--- src/rtl/data_cache_pkg.sv ---
// data_cache_pkg: shared defaults and FSM state encodings for the data cache.
//   DEF_* localparams hold the default geometry (32-bit words and addresses,
//   8 one-word lines). ST_* are the controller states.
package data_cache_pkg;

  localparam int unsigned DEF_DATA_WIDTH    = 32;
  localparam int unsigned DEF_ADDRESS_WIDTH = 32;
  localparam int unsigned DEF_INDEX_WIDTH   = 3;
  localparam int unsigned DEF_TAG_WIDTH     = DEF_ADDRESS_WIDTH - 2 - DEF_INDEX_WIDTH;
  localparam int unsigned DEF_LINE_COUNT    = 1 << DEF_INDEX_WIDTH;

  localparam logic [1:0] ST_IDLE  = 2'd0;
  localparam logic [1:0] ST_FETCH = 2'd1;
  localparam logic [1:0] ST_WRITE = 2'd2;
  localparam logic [1:0] ST_RESP  = 2'd3;

endpackage

--- src/rtl/data_cache_store.sv ---
// cache_store: valid/tag/data arrays for a direct-mapped, one-word-line cache.
//   i_clk, i_rst         : clock, synchronous active-low reset (clears valid bits only)
//   i_lk_index/i_lk_tag  : combinational lookup; o_lk_hit / o_lk_data result
//   i_wr_en/index/tag/data : synchronous write port, sets the line valid
module cache_store #(
  parameter int unsigned DATA_WIDTH  = 32,
  parameter int unsigned INDEX_WIDTH = 3,
  parameter int unsigned TAG_WIDTH   = 27
) (
  input  logic                   i_clk,
  input  logic                   i_rst,
  input  logic [INDEX_WIDTH-1:0] i_lk_index,
  input  logic [TAG_WIDTH-1:0]   i_lk_tag,
  output logic                   o_lk_hit,
  output logic [DATA_WIDTH-1:0]  o_lk_data,
  input  logic                   i_wr_en,
  input  logic [INDEX_WIDTH-1:0] i_wr_index,
  input  logic [TAG_WIDTH-1:0]   i_wr_tag,
  input  logic [DATA_WIDTH-1:0]  i_wr_data
);

  localparam int unsigned LINE_COUNT = 1 << INDEX_WIDTH;

  logic [LINE_COUNT-1:0] r_valid;
  logic [TAG_WIDTH-1:0]  r_tag  [LINE_COUNT];
  logic [DATA_WIDTH-1:0] r_data [LINE_COUNT];

  always_ff @(posedge i_clk) begin
    if (!i_rst) begin
      r_valid <= '0;
    end else if (i_wr_en) begin
      r_valid[i_wr_index] <= 1'b1;
    end
  end

  // Tag/data need no reset: a line is only trusted once its valid bit is set.
  always_ff @(posedge i_clk) begin
    if (i_wr_en) begin
      r_tag[i_wr_index]  <= i_wr_tag;
      r_data[i_wr_index] <= i_wr_data;
    end
  end

  assign o_lk_hit  = r_valid[i_lk_index] && (r_tag[i_lk_index] == i_lk_tag);
  assign o_lk_data = r_data[i_lk_index];

endmodule

--- src/rtl/data_cache.sv ---
// data_cache: direct-mapped, write-through, no-write-allocate data cache.
//   CPU side : i_re/i_we/i_a/i_wd requests, o_rd load data, o_stall pipeline hold
//   Memory   : o_mem_req/o_mem_we/o_mem_addr/o_mem_wd request, i_mem_rdata/i_mem_ack reply
//   Counters : o_hit_count/o_miss_count, saturating; COUNT_RESET is their reset value
//   i_clk, i_rst : single clock, synchronous active-low reset
module data_cache
  import data_cache_pkg::*;
#(
  parameter int unsigned DATA_WIDTH    = DEF_DATA_WIDTH,
  parameter int unsigned ADDRESS_WIDTH = DEF_ADDRESS_WIDTH,
  parameter int unsigned INDEX_WIDTH   = DEF_INDEX_WIDTH,
  parameter logic [31:0] COUNT_RESET   = 32'h0
) (
  input  logic                     i_clk,
  input  logic                     i_rst,
  input  logic                     i_re,
  input  logic                     i_we,
  input  logic [ADDRESS_WIDTH-1:0] i_a,
  input  logic [DATA_WIDTH-1:0]    i_wd,
  output logic [DATA_WIDTH-1:0]    o_rd,
  output logic                     o_stall,
  output logic                     o_mem_req,
  output logic                     o_mem_we,
  output logic [ADDRESS_WIDTH-1:0] o_mem_addr,
  output logic [DATA_WIDTH-1:0]    o_mem_wd,
  input  logic [DATA_WIDTH-1:0]    i_mem_rdata,
  input  logic                     i_mem_ack,
  output logic [31:0]              o_hit_count,
  output logic [31:0]              o_miss_count
);

  localparam int unsigned TAG_WIDTH = ADDRESS_WIDTH - 2 - INDEX_WIDTH;

  logic [1:0]               r_state, w_state_next;
  logic [ADDRESS_WIDTH-1:0] r_addr;
  logic [DATA_WIDTH-1:0]    r_wd, r_resp;
  logic [31:0]              r_hit_count, r_miss_count;

  logic                   w_idle, w_load_hit, w_load_miss, w_accept;
  logic                   w_ack_fetch, w_ack_write;
  logic [INDEX_WIDTH-1:0] w_index;
  logic [TAG_WIDTH-1:0]   w_tag;
  logic                   w_lk_hit;
  logic [DATA_WIDTH-1:0]  w_lk_data;
  logic                   w_wr_en;
  logic [DATA_WIDTH-1:0]  w_wr_data;
  logic                   w_unused;

  assign w_unused = ^i_a[1:0];

  assign w_idle = (r_state == ST_IDLE);

  // One lookup port: the live CPU address while idle, the latched one while busy.
  assign w_index = w_idle ? i_a[2 +: INDEX_WIDTH] : r_addr[2 +: INDEX_WIDTH];
  assign w_tag   = w_idle ? i_a[ADDRESS_WIDTH-1 -: TAG_WIDTH]
                          : r_addr[ADDRESS_WIDTH-1 -: TAG_WIDTH];

  assign w_load_hit  = w_idle && i_re && !i_we && w_lk_hit;
  assign w_load_miss = w_idle && i_re && !i_we && !w_lk_hit;
  assign w_accept    = w_idle && (i_we || w_load_miss);
  assign w_ack_fetch = (r_state == ST_FETCH) && i_mem_ack;
  assign w_ack_write = (r_state == ST_WRITE) && i_mem_ack;

  // Stores update the line only if it already holds this word (no allocate).
  assign w_wr_en   = w_ack_fetch || (w_ack_write && w_lk_hit);
  assign w_wr_data = w_ack_fetch ? i_mem_rdata : r_wd;

  cache_store #(
    .DATA_WIDTH  (DATA_WIDTH),
    .INDEX_WIDTH (INDEX_WIDTH),
    .TAG_WIDTH   (TAG_WIDTH)
  ) u_store (
    .i_clk      (i_clk),
    .i_rst      (i_rst),
    .i_lk_index (w_index),
    .i_lk_tag   (w_tag),
    .o_lk_hit   (w_lk_hit),
    .o_lk_data  (w_lk_data),
    .i_wr_en    (w_wr_en),
    .i_wr_index (w_index),
    .i_wr_tag   (w_tag),
    .i_wr_data  (w_wr_data)
  );

  always_comb begin
    w_state_next = r_state;
    case (r_state)
      ST_IDLE: begin
        if (i_we)             w_state_next = ST_WRITE;
        else if (w_load_miss) w_state_next = ST_FETCH;
      end
      ST_FETCH: if (i_mem_ack) w_state_next = ST_RESP;
      ST_WRITE: if (i_mem_ack) w_state_next = ST_RESP;
      ST_RESP:  w_state_next = ST_IDLE;
      default:  w_state_next = ST_IDLE;
    endcase
  end

  always_ff @(posedge i_clk) begin
    if (!i_rst) begin
      r_state      <= ST_IDLE;
      r_addr       <= '0;
      r_wd         <= '0;
      r_resp       <= '0;
      r_hit_count  <= COUNT_RESET;
      r_miss_count <= COUNT_RESET;
    end else begin
      r_state <= w_state_next;
      if (w_accept) r_addr <= {i_a[ADDRESS_WIDTH-1:2], 2'b00};
      if (w_idle && i_we) r_wd <= i_wd;
      if (w_ack_fetch)      r_resp <= i_mem_rdata;
      else if (w_ack_write) r_resp <= '0;
      if (w_load_hit && (r_hit_count != 32'hFFFF_FFFF))   r_hit_count  <= r_hit_count + 32'd1;
      if (w_load_miss && (r_miss_count != 32'hFFFF_FFFF)) r_miss_count <= r_miss_count + 32'd1;
    end
  end

  assign o_mem_req  = (r_state == ST_FETCH) || (r_state == ST_WRITE);
  assign o_mem_we   = (r_state == ST_WRITE);
  assign o_mem_addr = r_addr;
  assign o_mem_wd   = r_wd;
  assign o_stall    = w_accept || o_mem_req;
  assign o_rd       = w_load_hit ? w_lk_data : ((r_state == ST_RESP) ? r_resp : '0);

  assign o_hit_count  = r_hit_count;
  assign o_miss_count = r_miss_count;

endmodule

--- config.mk ---
export PLATFORM = sky130hd
export DESIGN_NAME = data_cache
export DESIGN_NICKNAME = d
export VERILOG_FILES = /design/src/rtl/data_cache_pkg.sv /design/src/rtl/data_cache_store.sv /design/src/rtl/data_cache.sv
export SDC_FILE = /design/constraint.sdc
export NUM_CORES = 1
export LEC_CHECK = 0
export CAP_MARGIN = 20
export CORE_MARGIN = 2
export CORE_UTILIZATION = 55
export CTS_BUF_LIST = sky130_fd_sc_hd__clkbuf_4 sky130_fd_sc_hd__clkbuf_8 sky130_fd_sc_hd__clkbuf_16
export CTS_CLUSTER_SIZE = 12
export DETAILED_ROUTE_END_ITERATION = 7
export PLACE_DENSITY = 0.75
export SYNTH_ARGS = -nofsm -noshare
export SYNTH_HDL_FRONTEND = slang
export SYNTH_HIERARCHICAL = 1
export SYNTH_SLANG_ARGS = --single-unit
export TNS_END_PERCENT = 20
--- constraint.sdc ---
create_clock -name i_clk -period 20 [get_ports i_clk]
set_clock_uncertainty 0.2 [all_clocks]
set_input_delay 6 -clock i_clk [delete_from_list [all_inputs] [get_ports i_clk]]
set_output_delay 6 -clock i_clk [all_outputs]
set_load 0.005 [all_outputs]
# Word-level counts from Yosys, hierarchy flattened
# Memories as Yosys holds them, arrays and structs flattened.
# Index checks and enable logic that the tools add are counted.
# classes
addsub,2
n_lt_le_gt_ge,2
n_eq_ne,8
n_mux,17
bitwise,1
n_reduce_logical,23
# op_table
operator,n
32-bit two-way mux,5
"32-bit by 1-bit adder with 32-bit output, second input constant",2
"32-bit inequality test, second input constant",2
27-bit == test,1
27-bit two-way mux,1
1-bit logical AND,13
8-bit bitwise OR,1
2-bit two-way mux,3
2-bit one-hot mux with 3 select lines,1
"2-bit == test, second input constant",2
1-bit logical OR,4
"3-bit by 4-bit less-than comparator with 1-bit output, second input constant",1
1-bit two-way mux,4
1-bit binary-select mux with 3-bit select,1
1-bit demux with 3-bit select,1
"3-bit by 1-bit >= comparator with 1-bit output, second input constant",1
3-bit two-way mux,1
"3-bit by 2-bit inequality test with 1-bit output, second input constant",1
"2-bit by 1-bit == test with 1-bit output, second input constant",1
1-bit logical NOT,2
2-bit logical NOT,1
"2-bit by 1-bit inequality test with 1-bit output, second input constant",1
2-bit AND reduction,1
2-bit nonzero test,1
2-bit OR reduction,1
# word_totals
reg_bits,168
ram_bits,472
input_bits,101
out_inout_bits,163
elab_cells,62
mem_count,2
# memory_table
memory,words,word_bits,rd,rd_ports_with_merged_regs,wr,line_no,text
u_store.r_data,8,32,1,0,1,data_cache_store.sv:26,logic [DATA_WIDTH-1:0] r_data [LINE_COUNT];
u_store.r_tag,8,27,1,0,1,data_cache_store.sv:25,logic [TAG_WIDTH-1:0] r_tag [LINE_COUNT];

# Depth between registers and ports, before layout
# Gate-level depths: netlist of the first run.
# depth
depth_word,10
mapped_depth,20
ltp_nobuf,14

# By module
# Netlist of the first run, hierarchy kept.
# modules_own_cells
mod,n_inst,cells_each,area_each_um2,seq_area_each_um2
cache_store,1,787,18370.1,14333.7
data_cache,1,1049,7731.2,3203.1

# Worst setup path before layout of the first run
# Ideal clock, no wire load.
# synth_path
path_kind,input-to-output
start,in i_a[2]
end,out o_rd[10]
t_arrival_ns,9.041
t_required_ns,13.800
path_slack_ns,4.759
cell_stages,14
path_buffers,4
path_cell_list,mux2_2 > buf_4 > buf_6 > nor2_1 > a22oi_1 > a31o_1 > a2111oi_2 > nand4_1 > nor4_2 > and4b_1 > clkbuf_1 > buf_1 > nand2_1 > nand2_1
# synth_between
elab_chain_cells,6
word_cells_on_any_way,9
cone_classes,1 x eq/ne; 4 x mux; 2 x reduce/logical; 2 x memory
# synth_rtl
element,line_no,text
"start, declared",data_cache.sv:18,"input logic [ADDRESS_WIDTH-1:0] i_a,"
3-bit two-way mux *,data_cache.sv:54,assign w_index = w_idle ? i_a[2 +: INDEX_WIDTH] : r_addr[2 +: INDEX_WIDTH];
memory read 8 x 27 bit / 1-bit binary-select mux with 3-bit select (equally long branches),n/a,
27-bit == test / 1-bit two-way mux (equally long branches),data_cache_store.sv:44,assign o_lk_hit = r_valid[i_lk_index] && (r_tag[i_lk_index] == i_lk_tag);
1-bit logical AND *,data_cache_store.sv:44,
via w_lk_hit,data_cache.sv:43,logic w_lk_hit;
1-bit logical AND *,data_cache.sv:58,assign w_load_hit = w_idle && i_re && !i_we && w_lk_hit;
32-bit two-way mux *,data_cache.sv:123,assign o_rd = w_load_hit ? w_lk_data : ((r_state == ST_RESP) ? r_resp : '0);
"end, declared",data_cache.sv:20,"output logic [DATA_WIDTH-1:0] o_rd,"
# The timed path passes the listed nets; every way through them passes the cells marked *. The select of a mux whose other input is x is not followed.

# Final worst setup path of the first run
# layout_path
start,in i_a[2]
end,out o_rd[25]
# layout_between
elab_chain_cells,6
word_cells_on_any_way,9
cone_classes,1 x eq/ne; 4 x mux; 2 x reduce/logical; 2 x memory
# layout_rtl
element,line_no,text
3-bit two-way mux *,data_cache.sv:54,
via w_index[0],data_cache.sv:41,logic [INDEX_WIDTH-1:0] w_index;
memory read 8 x 27 bit / 1-bit binary-select mux with 3-bit select (equally long branches),n/a,
27-bit == test / 1-bit two-way mux (equally long branches),data_cache_store.sv:44,
1-bit logical AND *,data_cache_store.sv:44,
via w_lk_hit,data_cache.sv:43,
1-bit logical AND *,data_cache.sv:58,
32-bit two-way mux *,data_cache.sv:123,
# Marks and branches as above.

==> qor.yml, run 1 <==
overflow: 0
ios: 264
initial_core_util_pct: 55.9
drt_iter0_markers: 1464
finalNonFillerCells: 2747
clkPwrFrac_pct: 31.8
cts_root_buf: "clkbuf_16"
ys_types: 60
maxSlewViolCount: 0
pwr_density_cell_nw_per_um2: 119
rows: 79
vias: 16488
synth-compound-area-share_pct: 5.16
core_area_um2: 46700
die_x_um: 222
cts_sinks: 640
post-dp-hpwl_mm: 35.5
wl_per_cell_um: 22.1
cts_buffers: 67
h-tree-depth: 3
dp.cells: 2628
drive_gt1_share_pct: 15.8
seqPwrFrac_pct: 42.4
achievable-frequency_mhz: 56.2
fin_nets: 2199
synth_ff_type: "edfxtp_1"
preCtsSetupSlack_ns: 2.22
place.gp.congestion: 0.794
cts_tree: "built"
power_mw: 3.76
synth_seq_area_share_pct: 67.2
ctsLongestPathBuffers: 3
start_kind: "input port"
postCtsSetupBuffers: 0
muxShareOfSynthArea_pct: 13.9
status: "finished, final reports clean"
tightest_slew_ns: 1.05
finalCritPeriodShare_pct: 89.0
die_h_um: 222
hold_class: "flop to flop"
cts.clk_slew.worst_paths_ns: 0.05
grt_max_degree: 84
vias_per_cell: 6.00
ctsHoldBuffers: 0
synth.avg_cell_area_um2: 14.2
internal_power_mw: 2.70
antenna_found_initial: 1
dieArea_um2: 49200
cts_resized: 0
antenna_left: 0
fin_ws_ns: 2.20
power.switching_mw: 1.06
grt_pass1_vias: 16444
fill_cells: 3230
maxCapViolCount: 0
critPathArrivalTime_ns: 11.60
grt_pass1_wl_mm: 93.5
synth.ff_latch_count: 640
cp_max_fo: 72
rsz0062_at_grt: "no"
finalSetupTns_ns: 0
p_sw_share_pct: 28.1
ir_drop_v: 0.0000946
yosysWarnings: 6
crit_type: "input port to output pin"
synth_edf_count: 472
synthCells: 1836
final-setup-viol-count: 0
track_usage_pct: 24.6
synth-simple-area-share_pct: 10.7
synth-xor-area-share_pct: 0.940
timing.slew.headroom_pct: 29.6
hold_viol_final: 0
synthAdderAreaFrac_pct: 0.288
comb_power_share_pct: 25.8
mostFrequentLayoutCells: "edfxtp_1 (472), nand2_1 (370), clkdlybuf4s50_1 (259)"
syn2layout_area_growth_pct: 20.7
diodes: 0
synth_top_family_by_area: "multiplexers"
cp.required_ns: 13.80
period_minus_slack_ns: 17.80
dr.pass1.iters: 6
port_buffers: 259
drt-total-wl_mm: 60.6
worstSetupEndpointType: "output pin"
drc: 0
async_flop_share_pct: 0
layout_commonest_cell: "edfxtp_1"
netlist_area_um2: 26100
p_leak_nw: 10.5
insertion_delay_ns: 0.60
-- per-layer routing --
| metal | part of all wire, % | wire [um] | vias up | global-route usage (%) |
|---|---|---|---|---|
| li1 | - | - | 7466 | - |
| met1 | 41 | 24600 | 8304 | 32.0 |
| met2 | 50 | 30300 | 635 | 41.6 |
| met3 | 7.6 | 4620 | 81 | 5.67 |
| met4 | 1.8 | 1110 | 2 | 7.19 |
| met5 | 0.021 | 13 | - | 0 |
-- sequential cells by signal (all words and copies together) (netlist names) --
register / cells
o_mem_wd: 32
o_mem_addr: 30
u_store/r_data: 256
u_store/r_tag: 216
u_store/r_valid: 8
o_miss_count: 32
o_hit_count: 32
r_state: 2
r_resp: 32
-- worst max-delay path, stage by stage --
cell and delay (ns):
clkdlybuf4s50_1 0.50, mux2_8 0.65, buf_4 0.69, mux4_2 0.59, mux2i_1 0.20, xnor2_1 0.10, a2111oi_0 0.34, nand4_1 0.19
nor4_2 0.66, and4b_1 0.28, buf_4 0.45, nand2_1 0.14, nand2_1 0.09, clkdlybuf4s50_1 0.52
-- synthesized netlist by cell type (2+ instances only) --
library cell  count  area (um2)
xor2_1           11        96.3
nor3b_1           2        15.0
dfxtp_1         168        3360
a31o_1            2        17.5
nor2_1           22        82.6
a22oi_1           6        45.0
nand2_1         370        1390
a2111o_1          2        22.5
o21ai_0          24         120
buf_6             3        33.8
or4_1            17         128
edfxtp_1        472       14200
mux2i_1          44         440
or3_1            35         219
nand2b_1         11        68.8
a211o_1           2        17.5
buf_1            16        60.1
and4_1            8        70.1
buf_4             9        67.6
and3_1            8        50.1
inv_1             6        22.5
nand3_1          51         255
buf_2            21         105
clkbuf_1         54         203
nor3_1            9        45.0
a31o_2            3        26.3
xnor2_1          17         149
nor4_1            4        25.0
ha_1              6        75.1
o21a_1            9        67.6
a21oi_1         150         751
nand4_1          36         225
a211oi_1          2        15.0
and2_1            7        43.8
mux2_2           62         698
nor2b_1           6        37.5
mux4_2          110        2480
o21ai_1          13        65.1
o31ai_1          17         128
-- cell type report --
cell class                 count  area [um2]  share of cell area (%)
clock buffer                 101        2000                    6.34
timing repair buffer         289        2870                    9.10
sequential                   640       17500                    55.7
clock inverter                16         133                   0.421
inverter                       7        28.8                  0.0914
multi-input combinational   1087        8180                    26.0
tap                          607         759                    2.41
-- metrics by stage --
step / area [um2] / utilization (%) / hold WS, ns
detailed placement: 29300 / 62.9 / 0.247
finish: 31500 / 67.5 / 0.255
floorplan: 26100 / - / 0.235
global placement: 29300 / 62.8 / 0.241
CTS: 31500 / 67.4 / 0.256
global route: 31500 / 67.5 / 0.275
-- power groups by stage --
stage / logic, mW / clock network [mW] / registers, mW
after floorplan: 0.674 / 0 / 1.62
after global placement: 0.948 / 0 / 1.62
after detailed placement: 0.972 / 0 / 1.62
after CTS: 0.981 / 1.21 / 1.59
after global routing: 1.05 / 1.27 / 1.60
final: 0.970 / 1.19 / 1.59
-- path summary, 6_finish.rpt --
kind	startpoint	to	slack, ns	cells after the start
hold / removal	r_resp[10]$_SDFFE_PN0P_	r_resp[10]$_SDFFE_PN0P_	0.26	2
setup / recovery	i_a[2]	o_rd[25]	2.20	14
hold reg to reg	r_resp[10]$_SDFFE_PN0P_	r_resp[10]$_SDFFE_PN0P_	0.26	2
setup reg to reg	r_state[0]$_SDFFE_PN0P_	u_store/r_tag[3][10]$_DFFE_PP_	12.56	15
-- cells by family (layout without fill, tap and decap cells) --
family / count (synthesis) / after routing
flops: 640 / 640
simple gates: 597 / 597
compound gates: 238 / 238
mux: 216 / 216
buf+inv: 110 / 413
xor+xnor: 28 / 28
fa+ha+maj: 6 / 6
other cells: 1 / 2
(Power assumes the default switching activity.)
==> run 2: changes to the inputs <==
--- a/config.mk
+++ b/config.mk
@@ -6,6 +6,7 @@
 export NUM_CORES = 1
 export LEC_CHECK = 0
 export CAP_MARGIN = 20
+export CORE_ASPECT_RATIO = 1.25
 export CORE_MARGIN = 2
 export CORE_UTILIZATION = 55
 export CTS_BUF_LIST = sky130_fd_sc_hd__clkbuf_4 sky130_fd_sc_hd__clkbuf_8 sky130_fd_sc_hd__clkbuf_16
@@ -16,4 +17,4 @@
 export SYNTH_HDL_FRONTEND = slang
 export SYNTH_HIERARCHICAL = 1
 export SYNTH_SLANG_ARGS = --single-unit
-export TNS_END_PERCENT = 20
+export TNS_END_PERCENT = 100
==> run 2 against run 1 <==
Compared with the run above: flip-flop and latch count is the same; clock power is essentially flat; sequential power is essentially flat; final cell count grew 1.1%; largest power group unchanged; global-route usage grew 0.24 points; setup slack gained 0.22 ns; combinational power is essentially flat; wire length grew 0.68%.
==> qor.yml, run 2 (synthesized netlist as in run 1, its figures left out) <==
use_met2_pct: 43.7
antenna_found_initial: 1
vias: 16520
cts_buffers: 66
h-tree-depth: 3
cts_tree: "built"
antenna_left: 0
hold_class: "flop to flop"
regMostFlops: "u_store/r_data"
cts_resized: 0
diodes: 0
dieArea_um2: 49200
grt_pass1_vias: 16642
worstSetupEndpointType: "output pin"
drive_gt1_share_pct: 15.8
cp_max_fo: 56
achievable-frequency_mhz: 56.9
wl_per_cell_um: 22.0
post-dp-hpwl_mm: 36.0
top_usage_layer: "met2"
cts.clk_slew.worst_paths_ns: 0.06
cp.required_ns: 13.80
ctsHoldBuffers: 0
maxCapViolCount: 0
hold_slack_ns: 0.256
period_minus_slack_ns: 17.58
start_kind: "input port"
rows: 89
register_area_um2: 17500
cpLargestDelayFamily: "buffers and inverters"
final-setup-viol-count: 0
finalNonFillerCells: 2777
drc: 0
postCtsSetupBuffers: 0
ctsLongestPathBuffers: 3
fin_nets: 2198
critical-path-max-stage-delay_ns: 0.78
crit_chain: "clkdlybuf4s50_1 > mux2_8 > buf_4 > mux4_2 > xnor2_1 > a32oi_1 > a221oi_1 > nand4_1 > nor4_2 > and4b_1 > buf_4 > nand2_1 > nand2_1 > clkdlybuf4s50_1"
place.gp.congestion: 0.819
layout_commonest_cell: "edfxtp_1"
vias_per_cell: 5.95
multi_input_area_um2: 8180
grt_pass1_wl_mm: 92.3
p_leak_nw: 10.4
insertion_delay_ns: 0.59
port_buffers: 259
hold_end: "r_resp[14]$_SDFFE_PN0P_"
finalCritPeriodShare_pct: 87.9
syn2layout_area_growth_pct: 20.5
largest_register_ffs: 256
use_met1_pct: 31.2
rsz0062_at_grt: "no"
top_regs: "u_store/r_data: 256 flops, u_store/r_tag: 216 flops"
slowest_stage: "nor4_2"
hold_path_depth: 2
crit_type: "input port to output pin"
finalSetupTns_ns: 0
worstHoldStart: "r_resp[14]$_SDFFE_PN0P_"
pwr_density_cell_nw_per_um2: 119
critPathBufInv: 4
timing.slew.headroom_pct: 31.2
overflow: 0
tightest_slew_ns: 1.02
critPathArrivalTime_ns: 11.38
reg2reg_depth: 15
maxSlewViolCount: 0
reg2reg_slack_ns: 13.11
worstSetupPathDepth: 14
dp.cells: 2659
dr.pass1.iters: 5
grt_max_degree: 82
cts_root_buf: "clkbuf_16"
die_x_um: 199
ios: 264
cts_sinks: 640
rr_endpoint: "u_store/r_tag[7][15]$_DFFE_PP_"
hold_viol_final: 0
track_usage_pct: 24.8
drt-total-wl_mm: 61.0
drt_iter0_markers: 1239
fill_cells: 3306
initial_core_util_pct: 55.5
r2r_start: "r_state[1]$_SDFFE_PN0P_"
die_h_um: 248
core_area_um2: 47000
status: "finished, final reports clean"
mostFrequentLayoutCells: "edfxtp_1 (472), nand2_1 (370), clkdlybuf4s50_1 (259)"
ir_drop_v: 0.0000656
met3_usage_pct: 4.58
run 2: cell types whose count changed in the layout (fill, tap and decap cells not counted):
cell        change
buf_4           +1
buf_16          -1
clkinvlp_4      -1
clkinv_8        +1
clkbuf_16       -2
clkinv_2        +1
clkbuf_4        +5
clkbuf_8        -2
bufinv_16       -1
inv_6           -1
run 2: metrics by stage:
stage	total power, mW	cell area [um2]	worst slack (ns)	utilization [%]
6_report	3.73	31500	2.42	66.9
5_1_grt	3.88	31500	2.14	66.9
4_1_cts	3.76	31400	2.46	66.9
3_5_place_dp	2.59	29400	2.51	62.5
3_3_place_gp	2.56	29300	2.66	62.4
2_1_floorplan	2.29	26100	4.76	-
run 2: metal layers:
layer,vias up,part of all wire [%]
met4,0,2.0
met2,583,52
met1,8374,39
met5,-,0
met3,83,7.2
li1,7480,-
run 2: final cells by class:
type                       instances  share of cell area [%]
clock buffer                     102                    6.23
clock inverter                    15                   0.342
inverter                           7                  0.0915
multi-input combinational       1087                    26.0
sequential                       640                    55.8
tap                              637                    2.53
timing repair buffer             289                    9.05
run 2: power breakdown:
| group | internal (mW) | total [mW] | switching, mW | leakage (nW) |
|---|---|---|---|---|
| clock | 0.679 | 1.17 | 0.489 | 1.05 |
| sequential | 1.57 | 1.59 | 0.0271 | 5.67 |
| combinational | 0.428 | 0.970 | 0.542 | 3.70 |
run 2: worst max-delay path by stage:
stage	endpoint	slack [ns]	start
after floorplan	o_rd[10]	4.76	i_a[2]
after global placement	o_rd[31]	2.66	i_a[3]
after detailed placement	o_rd[31]	2.51	i_a[3]
after CTS	o_rd[31]	2.46	i_a[3]
after global routing	o_rd[31]	2.14	i_a[3]
final	o_rd[31]	2.42	i_a[3]
run 2: tightest hold or removal path, delay by kind of cell (launching register included):
| kind | cells | cell delay, ns |
|---|---|---|
| and+or+nand+nor | 1 | 0.05 |
| DFF | 1 | 0.31 |
| AOI/OAI and AO/OA | 1 | 0.05 |
